<file path="config.mk">
export PLATFORM = sky130hd
export DESIGN_NAME = pc_ctrl_flat
export DESIGN_NICKNAME = d
export VERILOG_FILES = /design/src/rtl/pc_ctrl_if.sv /design/src/rtl/pc_ctrl.sv /design/src/flat_wrapper.sv
export SDC_FILE = /design/constraint.sdc
export NUM_CORES = 2
export LEC_CHECK = 0
export ABC_CLOCK_PERIOD_IN_PS = 6200
export BUFFER_PORTS_ARGS = -buffer_cell sky130_fd_sc_hd__buf_2
export CORE_MARGIN = 3
export CORE_UTILIZATION = 30
export CTS_CLUSTER_SIZE = 25
export DETAILED_ROUTE_END_ITERATION = 16
export PLACE_DENSITY = 0.49
export SYNTH_ARGS = -nofsm -noshare
export SYNTH_HDL_FRONTEND = slang
export SYNTH_SLANG_ARGS = --single-unit
</file>
<file path="constraint.sdc">
create_clock -name clk -period 6.2 [get_ports clk]
set_input_delay 0.93 -clock clk [delete_from_list [all_inputs] [get_ports clk]]
set_output_delay 0.93 -clock clk [all_outputs]
set_load 0.02 [all_outputs]
</file>
<file path="src/rtl/pc_ctrl_if.sv">
// EX-stage branch resolution bus: the execute stage (master) reports resolved
// control flow and the PC controller (slave) answers with a flush request.
interface pc_ctrl_if;
   logic        ex_valid;
   logic        ex_is_branch;
   logic        ex_is_jump;
   logic [31:0] ex_pc;
   logic        ex_taken;
   logic [31:0] ex_target;
   logic        ex_pred_taken;
   logic [31:0] ex_pred_target;
   logic        flush;

   modport master (
      output ex_valid, ex_is_branch, ex_is_jump, ex_pc, ex_taken, ex_target,
             ex_pred_taken, ex_pred_target,
      input  flush
   );

   modport slave (
      input  ex_valid, ex_is_branch, ex_is_jump, ex_pc, ex_taken, ex_target,
             ex_pred_taken, ex_pred_target,
      output flush
   );
endinterface

</file>
<file path="src/rtl/pc_ctrl.sv">
// Fetch PC controller with a direct-mapped BTB of 2-bit saturating counters.
// Define PC_CTRL_PERF_EN to build the branch/mispredict performance counters.
module pc_ctrl #(
   parameter int unsigned BTB_ENTRIES = 16,
   parameter logic [31:0] RESET_PC    = 32'h0000_0000
) (
   input  logic        clk,
   input  logic        rst_n,
   input  logic        stall_i,
   pc_ctrl_if.slave    ex_if,
   output logic [31:0] pc_o,
   output logic        pred_taken_o,
   output logic [31:0] pred_target_o,
   output logic [31:0] perf_branches_o,
   output logic [31:0] perf_mispredicts_o
);

   localparam int IDX_W = $clog2(BTB_ENTRIES);
   localparam int TAG_W = 32 - IDX_W - 2;

   typedef enum logic {S_HOLD, S_RUN} state_t;

   state_t      state_q, state_d;
   logic [31:0] pc_q, pc_d;

   logic             valid_q  [BTB_ENTRIES];
   logic [TAG_W-1:0] tag_q    [BTB_ENTRIES];
   logic [31:0]      target_q [BTB_ENTRIES];
   logic [1:0]       ctr_q    [BTB_ENTRIES];

   logic [IDX_W-1:0] lookupIdx, updIdx;
   logic [TAG_W-1:0] lookupTag, updTag;
   logic             lookupHit, updHit;
   logic [31:0]      pcPlus4, correctedPc;
   logic             predTaken;
   logic [31:0]      predTarget;
   logic             resolve, mispredict;
   logic             btbWrite;
   logic [1:0]       newCtr;
   logic [31:0]      newTarget;

   assign lookupIdx = pc_q[IDX_W+1:2];
   assign lookupTag = pc_q[31:IDX_W+2];
   assign lookupHit = valid_q[lookupIdx] && (tag_q[lookupIdx] == lookupTag);
   assign pcPlus4   = pc_q + 32'd4;

   assign predTaken  = lookupHit && ctr_q[lookupIdx][1] && (state_q == S_RUN);
   assign predTarget = lookupHit ? target_q[lookupIdx] : pcPlus4;

   assign resolve     = ex_if.ex_valid && (ex_if.ex_is_branch || ex_if.ex_is_jump);
   assign mispredict  = resolve &&
                        ((ex_if.ex_taken != ex_if.ex_pred_taken) ||
                         (ex_if.ex_taken && (ex_if.ex_target != ex_if.ex_pred_target)));
   assign correctedPc = ex_if.ex_taken ? ex_if.ex_target : (ex_if.ex_pc + 32'd4);

   // Outputs are forced quiet while reset is held, independent of bus activity.
   assign pc_o          = pc_q;
   assign pred_taken_o  = rst_n && predTaken;
   assign pred_target_o = rst_n ? predTarget : 32'h0;
   assign ex_if.flush   = rst_n && mispredict;

   always_ff @(posedge clk or negedge rst_n) begin
      if (!rst_n) begin
         state_q <= S_HOLD;
         pc_q    <= RESET_PC;
      end else begin
         state_q <= state_d;
         pc_q    <= pc_d;
      end
   end

   always_comb begin
      state_d = state_q;
      pc_d    = pc_q;
      unique case (state_q)
         S_HOLD: state_d = S_RUN;
         S_RUN: begin
            if (mispredict) begin
               pc_d = correctedPc;
            end else if (!stall_i) begin
               pc_d = predTaken ? predTarget : pcPlus4;
            end
         end
      endcase
   end

   assign updIdx = ex_if.ex_pc[IDX_W+1:2];
   assign updTag = ex_if.ex_pc[31:IDX_W+2];
   assign updHit = valid_q[updIdx] && (tag_q[updIdx] == updTag);

   // Jumps pin their counter at strongly-taken; only taken misses allocate.
   always_comb begin
      btbWrite  = 1'b0;
      newCtr    = ctr_q[updIdx];
      newTarget = target_q[updIdx];
      if (resolve) begin
         if (updHit && ex_if.ex_is_jump) begin
            btbWrite  = 1'b1;
            newCtr    = 2'b11;
            newTarget = ex_if.ex_target;
         end else if (updHit) begin
            btbWrite = 1'b1;
            if (ex_if.ex_taken) begin
               newCtr    = (ctr_q[updIdx] == 2'b11) ? 2'b11 : ctr_q[updIdx] + 2'd1;
               newTarget = ex_if.ex_target;
            end else begin
               newCtr = (ctr_q[updIdx] == 2'b00) ? 2'b00 : ctr_q[updIdx] - 2'd1;
            end
         end else if (ex_if.ex_taken) begin
            btbWrite  = 1'b1;
            newCtr    = ex_if.ex_is_jump ? 2'b11 : 2'b10;
            newTarget = ex_if.ex_target;
         end
      end
   end

   always_ff @(posedge clk or negedge rst_n) begin
      if (!rst_n) begin
         for (int i = 0; i < BTB_ENTRIES; i++) begin
            valid_q[i]  <= 1'b0;
            tag_q[i]    <= '0;
            target_q[i] <= 32'h0;
            ctr_q[i]    <= 2'b01;
         end
      end else if (btbWrite) begin
         valid_q[updIdx]  <= 1'b1;
         tag_q[updIdx]    <= updTag;
         target_q[updIdx] <= newTarget;
         ctr_q[updIdx]    <= newCtr;
      end
   end

`ifdef PC_CTRL_PERF_EN
   logic [31:0] perfBranches_q, perfMispredicts_q;

   always_ff @(posedge clk or negedge rst_n) begin
      if (!rst_n) begin
         perfBranches_q    <= 32'h0;
         perfMispredicts_q <= 32'h0;
      end else begin
         if (resolve)    perfBranches_q    <= perfBranches_q + 32'd1;
         if (mispredict) perfMispredicts_q <= perfMispredicts_q + 32'd1;
      end
   end

   assign perf_branches_o    = perfBranches_q;
   assign perf_mispredicts_o = perfMispredicts_q;
`else
   assign perf_branches_o    = 32'h0;
   assign perf_mispredicts_o = 32'h0;
`endif

endmodule

</file>
<file path="src/flat_wrapper.sv">
// flat-port wrapper written by rule: the top's interface ports become plain ports
module pc_ctrl_flat 
#(
   parameter int unsigned BTB_ENTRIES = 16,
   parameter logic [31:0] RESET_PC    = 32'h0000_0000
)
  (clk, rst_n, stall_i, pc_o, pred_taken_o, pred_target_o, perf_branches_o, perf_mispredicts_o, ex_if_ex_valid, ex_if_ex_is_branch, ex_if_ex_is_jump, ex_if_ex_pc, ex_if_ex_taken, ex_if_ex_target, ex_if_ex_pred_taken, ex_if_ex_pred_target, ex_if_flush);
  pc_ctrl_if ex_if_i ();
  input  logic clk;
  input  logic rst_n;
  input  logic stall_i;
  output logic [31:0] pc_o;
  output logic pred_taken_o;
  output logic [31:0] pred_target_o;
  output logic [31:0] perf_branches_o;
  output logic [31:0] perf_mispredicts_o;
  input wire logic [$bits(ex_if_i.ex_valid)-1:0] ex_if_ex_valid;
  input wire logic [$bits(ex_if_i.ex_is_branch)-1:0] ex_if_ex_is_branch;
  input wire logic [$bits(ex_if_i.ex_is_jump)-1:0] ex_if_ex_is_jump;
  input wire logic [$bits(ex_if_i.ex_pc)-1:0] ex_if_ex_pc;
  input wire logic [$bits(ex_if_i.ex_taken)-1:0] ex_if_ex_taken;
  input wire logic [$bits(ex_if_i.ex_target)-1:0] ex_if_ex_target;
  input wire logic [$bits(ex_if_i.ex_pred_taken)-1:0] ex_if_ex_pred_taken;
  input wire logic [$bits(ex_if_i.ex_pred_target)-1:0] ex_if_ex_pred_target;
  output wire logic [$bits(ex_if_i.flush)-1:0] ex_if_flush;
  assign ex_if_i.ex_valid = ex_if_ex_valid;
  assign ex_if_i.ex_is_branch = ex_if_ex_is_branch;
  assign ex_if_i.ex_is_jump = ex_if_ex_is_jump;
  assign ex_if_i.ex_pc = ex_if_ex_pc;
  assign ex_if_i.ex_taken = ex_if_ex_taken;
  assign ex_if_i.ex_target = ex_if_ex_target;
  assign ex_if_i.ex_pred_taken = ex_if_ex_pred_taken;
  assign ex_if_i.ex_pred_target = ex_if_ex_pred_target;
  assign ex_if_flush = ex_if_i.flush;
  pc_ctrl #(.BTB_ENTRIES(BTB_ENTRIES), .RESET_PC(RESET_PC)) u_core (.clk(clk), .rst_n(rst_n), .stall_i(stall_i), .ex_if(ex_if_i), .pc_o(pc_o), .pred_taken_o(pred_taken_o), .pred_target_o(pred_target_o), .perf_branches_o(perf_branches_o), .perf_mispredicts_o(perf_mispredicts_o));
endmodule
</file>
* Yosys cells after proc, flatten, opt, wreduce, memory -nomap -nowiden
Cells that the tools add are included.
** Storage, ports and cells
- Bits in registers :: 1009
- Bits of input ports :: 104
** Cells by class
- Order comparisons :: 3
- Bitwise logic cells :: 3
- Reductions and logical operators :: 15
- Equal/unequal tests :: 6
- Multiplexer cells :: 56
- Add/subtract/negate cells :: 4
** Operator list (number)
- 512-bit bitwise mux :: 1
- 32-bit two-way mux :: 14
- 416-bit bitwise mux :: 1
- 32-bit binary-select mux with 4-bit select :: 2
- 26-bit binary-select mux with 4-bit select :: 2
- 26-bit two-way mux :: 5
- 32-bit demux with 4-bit select :: 1
- 26-bit demux with 4-bit select :: 1
- 32-bit by 3-bit adder with 32-bit output, second input constant :: 2
- 26-bit equality test :: 2
- 32-bit bitwise mux :: 1
- 32-bit inequality test :: 1
- 2-bit two-way mux :: 12
- 2-bit binary-select mux with 4-bit select :: 2
- 16-bit bitwise OR :: 1
- 1-bit logical AND :: 11
- 5-bit greater-or-equal comparator, second input constant :: 2
- 1-bit two-way mux :: 10
- 4-bit NOT with 5-bit output :: 2
- 1-bit binary-select mux with 4-bit select :: 2
- 2-bit demux with 4-bit select :: 1
- 5-bit by 1-bit less-than comparator with 1-bit output, second input constant :: 1
- 1-bit demux with 4-bit select :: 1
- 2-bit by 1-bit adder with 2-bit output, second input constant :: 1
- other kinds (7) :: 8

* Longest topological paths before layout
- Depth in word-level cells :: 11
- Mapped depth :: 17
- Mapped depth without buffers :: 9

* Least setup slack after synthesis
No wires, ideal clock.
- Path type :: reg2out
- From :: register u_core.pc_q[2] (netlist: u_core.pc_o[2])
- To :: output port pred_target_o[2]
- Cell stages (with the launch flop) :: 13
- Required time :: 5270 ps
- Setup slack :: 1166 ps
- Arrival time :: 4104 ps
- Path through :: dfrtp_1 clkbuf_1 buf_1 mux4_2 mux4_2 xnor2_1 nand4_1 nor4b_1 nand4_1 nand2b_1 clkbuf_1 buf_2 a211oi_1
** Between the ends
- Cells in the longest elaborated chain, start to end :: 8
** Ends and longest elaborated chain
- start, declared :: RTL line pc_ctrl.sv:24 : logic [31:0] pc_q, pc_d;
- start signal, assigned :: RTL line pc_ctrl.sv:68 : pc_q <= pc_d;
- 4-bit NOT with 5-bit output (implied by the code) :: RTL line pc_ctrl.sv:44, pc_ctrl.sv:48
- 26-bit binary-select mux with 4-bit select :: RTL line pc_ctrl.sv:44 : assign lookupHit = valid_q[lookupIdx] && (tag_q[lookupIdx] == lookupTag);
- 26-bit two-way mux (implied by the code) (2 in series) :: RTL line pc_ctrl.sv:44
- 26-bit equality test :: RTL line pc_ctrl.sv:44
- 1-bit logical AND :: RTL line pc_ctrl.sv:44
- 32-bit two-way mux * :: RTL line pc_ctrl.sv:48 : assign predTarget = lookupHit ? target_q[lookupIdx] : pcPlus4;
- 32-bit two-way mux * :: RTL line pc_ctrl.sv:59 : assign pred_target_o = rst_n ? predTarget : 32'h0;
- end, declared :: RTL line flat_wrapper.sv:14 : output logic [31:0] pred_target_o;
Mark *: on every way between the ends. The rest lies on a longest branch, timed or not. The select of a mux whose other input is x is not followed.

* Worst setup path in the final report
- From :: register u_core.pc_q[3] (netlist: u_core.pc_o[3])
- To :: output port pred_target_o[10]
The elaborated chain is that of the path after synthesis.

==> reports/qor_table.md <==
| Quantity | Reported |
|---|---|
| Cell type with the highest aggregate area in the netlist | sky130_fd_sc_hd__dfrtp_1 |
| Longest Clk Path Bufs | 3 |
| Overflow after GRT | 0 |
| Leakage power of the design | 29.7 nW |
| Post-place instance area | 0.0622 mm2 |
| Max Cap Viol | 0 |
| Master cell of the clock root buffer | sky130_fd_sc_hd__clkbuf_16 |
| Total standard cell area after synthesis | 0.0584 mm2 |
| Relative area change from synthesis to final layout | 13.2% |
| Delay contributed by the slowest stage of the critical path | 0.66 ns |
| CORE AREA | 0.193 mm2 |
| Number of antenna violations at the first check in global routing | 16 |
| Crit path required time | 5.27 ns |
| Final number of setup-violating endpoints | 0 |
| Via density | 5.71 |
| Hold-fix buffer count after cts | 0 |
| Slew margin rel. | 26.2% |
| Commonest non-fill, non-tap cell in the layout | sky130_fd_sc_hd__dfrtp_1 |
| Flop-to-flop setup slack | 1.73 ns |
| Vias | 39300 |
| Hold WC Path Type | input port to asynchronous set/reset pin |
| Area share of the largest cell type after synthesis | 42.5% |
| Synthesized-area fraction occupied by ao, oa, aoi and oai cells | 3.77% |
| Slowest cell on crit path | sky130_fd_sc_hd__dfrtp_4 |
| Reg2reg path depth | 11 |
| Wire length of the first global-routing pass | 304 mm |
| Cells after synthesis | 4198 |
| Maximum vdd ir drop | 0.227 mV |
| Worst EP arrival | 5.05 ns |
| I/O Pins | 234 |
| Drc violations | 0 |
| Critical R2R Capture | u_core.target_q[8] |
| Post-synthesis mux area share | 41.6% |
| DRC marker count from the first detailed-route iteration | 3515 |
| Initial standard-cell utilization of the core | 30.3% |
| Hold Vio Cnt, Final | 0 |
| Routed WL per cell | 30.9 um |
| Share of cells above drive strength 1 | 34.3% |
| Post-layout min period | 5.98 ns |
| Die W | 447 um |
| Number of flops mapped to enable cells by yosys | 0 |
| Source-to-sink clock delay at the later pin of the worst-skew pair | 0.78 ns |
| Largest clock skew in the final design | 0.0465 ns |
| Worst Setup End Kind | primary output |
| Crit path launch type | register |
| Post-layout instance area | 0.0661 mm2 |
| Area share of and/or/nand/nor cells after synthesis | 4.86% |
| Leading register cell type out of synthesis | sky130_fd_sc_hd__dfrtp_1 |
| Number of H-tree levels | 3 |
| Worst-path cell chain | buf_12 > mux4_2 > mux2i_1 > xnor2_1 > nor4_1 > a21oi_1 > nor4_1 > buf_4 > nand2b_2 > buf_12 > mux2i_1 > nor2_1 > buf_2 |
| First-pass iteration count of the detailed router | 6 |
| Final net count | 4363 |
| Leading cell types by total area after synthesis | sky130_fd_sc_hd__dfrtp_1, sky130_fd_sc_hd__mux4_2, sky130_fd_sc_hd__mux2_1 |
| Share of async-settable or async-resettable flops after synthesis | 100% |
| Die area | 0.200 mm2 |
| Vias in the first global route | 39600 |
| Maximum clock frequency | 167 MHz |
| Detail Placement HPWL | 133 mm |
| Worst-path fanout max | 44 |
| Sequential cell area fraction in the yosys report | 43.3% |
| Commonest non-fill, non-tap cells in the layout | sky130_fd_sc_hd__dfrtp_1, sky130_fd_sc_hd__mux2_1, sky130_fd_sc_hd__mux4_2 |
| Pin count of the biggest net entering global routing | 146 |
| Sink Count | 1009 |
| Synthesized-area fraction occupied by xor and xnor cells | 1.98% |
| Status | complete, no violations |
| Clock transition at path regs | 0.07 ns |
| Placer's final routability congestion estimate | 0.883 |
| Total Routing Usage GR | 21.0% |
| Dominant combinational cell family by area after synthesis | multiplexers |
| CP Class | register to primary output |
| Die boundary height | 447 um |
| Average cell area after synthesis | 13.9 um2 |
| Adder-Cell Fraction of Synth Area | 0.107% |
| Number of different library cells in the post-synthesis netlist | 81 |
| Final-report max-slew violation count | 0 |
| Port Buffers | 169 |
| R2R Path Start | u_core.tag_q[405] |
| Worst-Margin Slew | 1.10 ns |
| Site Rows | 161 |
| Final period util | 96.5% |
| Total Routed Length | 213 mm |
| Synth Register Bits | 1009 |
| Setup repair after global routing missed its margin | no |
| Setup TNS Final | 0 ns |
| CTS tree | done |
| Power per cell area | 319 mW/mm2 |
| Synthesis Warnings | 0 |
| Number of nets still failing antenna checks after routing | 0 |
| Num CTS Buffers | 113 |
flip-flops by register name (all words and copies together), names as in the netlist:
register         count
u_core.ctr_q        32
u_core.tag_q       416
u_core.state_q       1
u_core.pc_o         32
u_core.target_q    512
u_core.valid_q      16
routing by layer:
layer	wire, um	GRT usage (%)
met5	13	0
met3	13800	3.84
met2	95500	32.1
met1	94000	29.7
met4	9150	7.89
area by class of cell:
class / instances / area, um2
clock buffers: 161 / 3300
well taps: 2526 / 3160
flip-flops and latches: 1009 / 25300
clock inverters: 52 / 528
multi-input cells: 2723 / 30800
fillers: 18900 / 127000
repair buffers: 366 / 2860
diodes: 5 / 12.5
inverters: 41 / 154
what timing repair did:
item | CTS | global route
setup endpoints to repair | 0 | 10
resized for setup | 0 | 4
buffers inserted | 0 | 8
stage by stage:
| stage | cells | worst slack [ns] | utilization, % | total power, mW | hold slack [ns] |
|---|---|---|---|---|---|
| final | 6883 | 0.217 | 34.3 | 21.1 | 0.355 |
| after global routing | 6879 | 0.0950 | 34.3 | 22.0 | 0.339 |
| after CTS | 6870 | 0.0491 | 34.2 | 21.2 | 0.318 |
| after detailed placement | 6657 | 0.531 | 32.2 | 14.1 | 0.468 |
| after global placement | 6657 | 0.549 | 32.2 | 14.1 | 0.461 |
| after floorplan | 4261 | 1.17 | - | 11.8 | 0.446 |
power breakdown:
part	switching (mW)	internal, mW
sequential	0.816	7.43
clock	2.97	4.04
combinational	3.23	2.61
worst max-delay path by stage:
| stage | slack, ns | cells after the start | start | endpoint |
|---|---|---|---|---|
| after CTS | 0.05 | 12 | u_core.pc_o[2] | pred_target_o[15] |
| after global placement | 0.55 | 14 | ex_if_ex_pc[2] | u_core.target_q[13] |
| after global routing | 0.1 | 11 | u_core.pc_o[3] | pred_target_o[22] |
| final | 0.22 | 13 | u_core.pc_o[3] | pred_target_o[10] |
| after detailed placement | 0.53 | 14 | ex_if_ex_pc[2] | u_core.target_q[13] |
| after floorplan | 1.17 | 12 | u_core.pc_o[2] | pred_target_o[2] |
cells in the mapped netlist, drive strengths merged (3+ instances only):
| cell | instances |
|---|---|
| dfrtp | 993 |
| mux2 | 956 |
| mux4 | 508 |
| buf | 266 |
| clkbuf | 222 |
| mux2i | 206 |
| nand2 | 169 |
| nor2 | 90 |
| xnor2 | 77 |
| nand4 | 67 |
| nor3 | 60 |
| o21ai | 55 |
| xor2 | 55 |
| a22oi | 52 |
| a21oi | 46 |
| o211ai | 42 |
| inv | 38 |
| nand3 | 35 |
| and3 | 23 |
| nand2b | 23 |
| a32oi | 19 |
| dfstp | 16 |
| nor4 | 15 |
| a221oi | 13 |
| a22o | 13 |
| and4 | 12 |
| and2 | 11 |
| a211oi | 10 |
| nor2b | 9 |
| a31oi | 8 |
| or3 | 8 |
| o2111ai | 6 |
| ha | 5 |
| nor3b | 5 |
| a2111oi | 4 |
| a21boi | 4 |
| a311oi | 4 |
| o22ai | 4 |
| clkinv | 3 |
| nand3b | 3 |
| o21a | 3 |
| o221ai | 3 |
| or4 | 3 |
logic make-up (layout without fill, tap and decap cells):
| group | after synthesis | in the layout |
|---|---|---|
| AO/OA/AOI/OAI | 310 | 310 |
| XOR/XNOR | 132 | 132 |
| adder cells (fa/ha/maj) | 5 | 5 |
| buffers and inverters | 529 | 620 |
| flip-flops | 1009 | 1009 |
| multiplexers | 1670 | 1670 |
| other | 2 | 70 |
| AND/OR/NAND/NOR | 541 | 541 |
critical path, delay by kind of cell, from the launching register on:
family	cells	cell delay, ns
mux	3	1.14
simple gates	4	1.12
buf+inv	4	0.99
flops	1	0.66
compound gates	1	0.18
xor+xnor	1	0.12
Power figures use the tool's default switching activity.
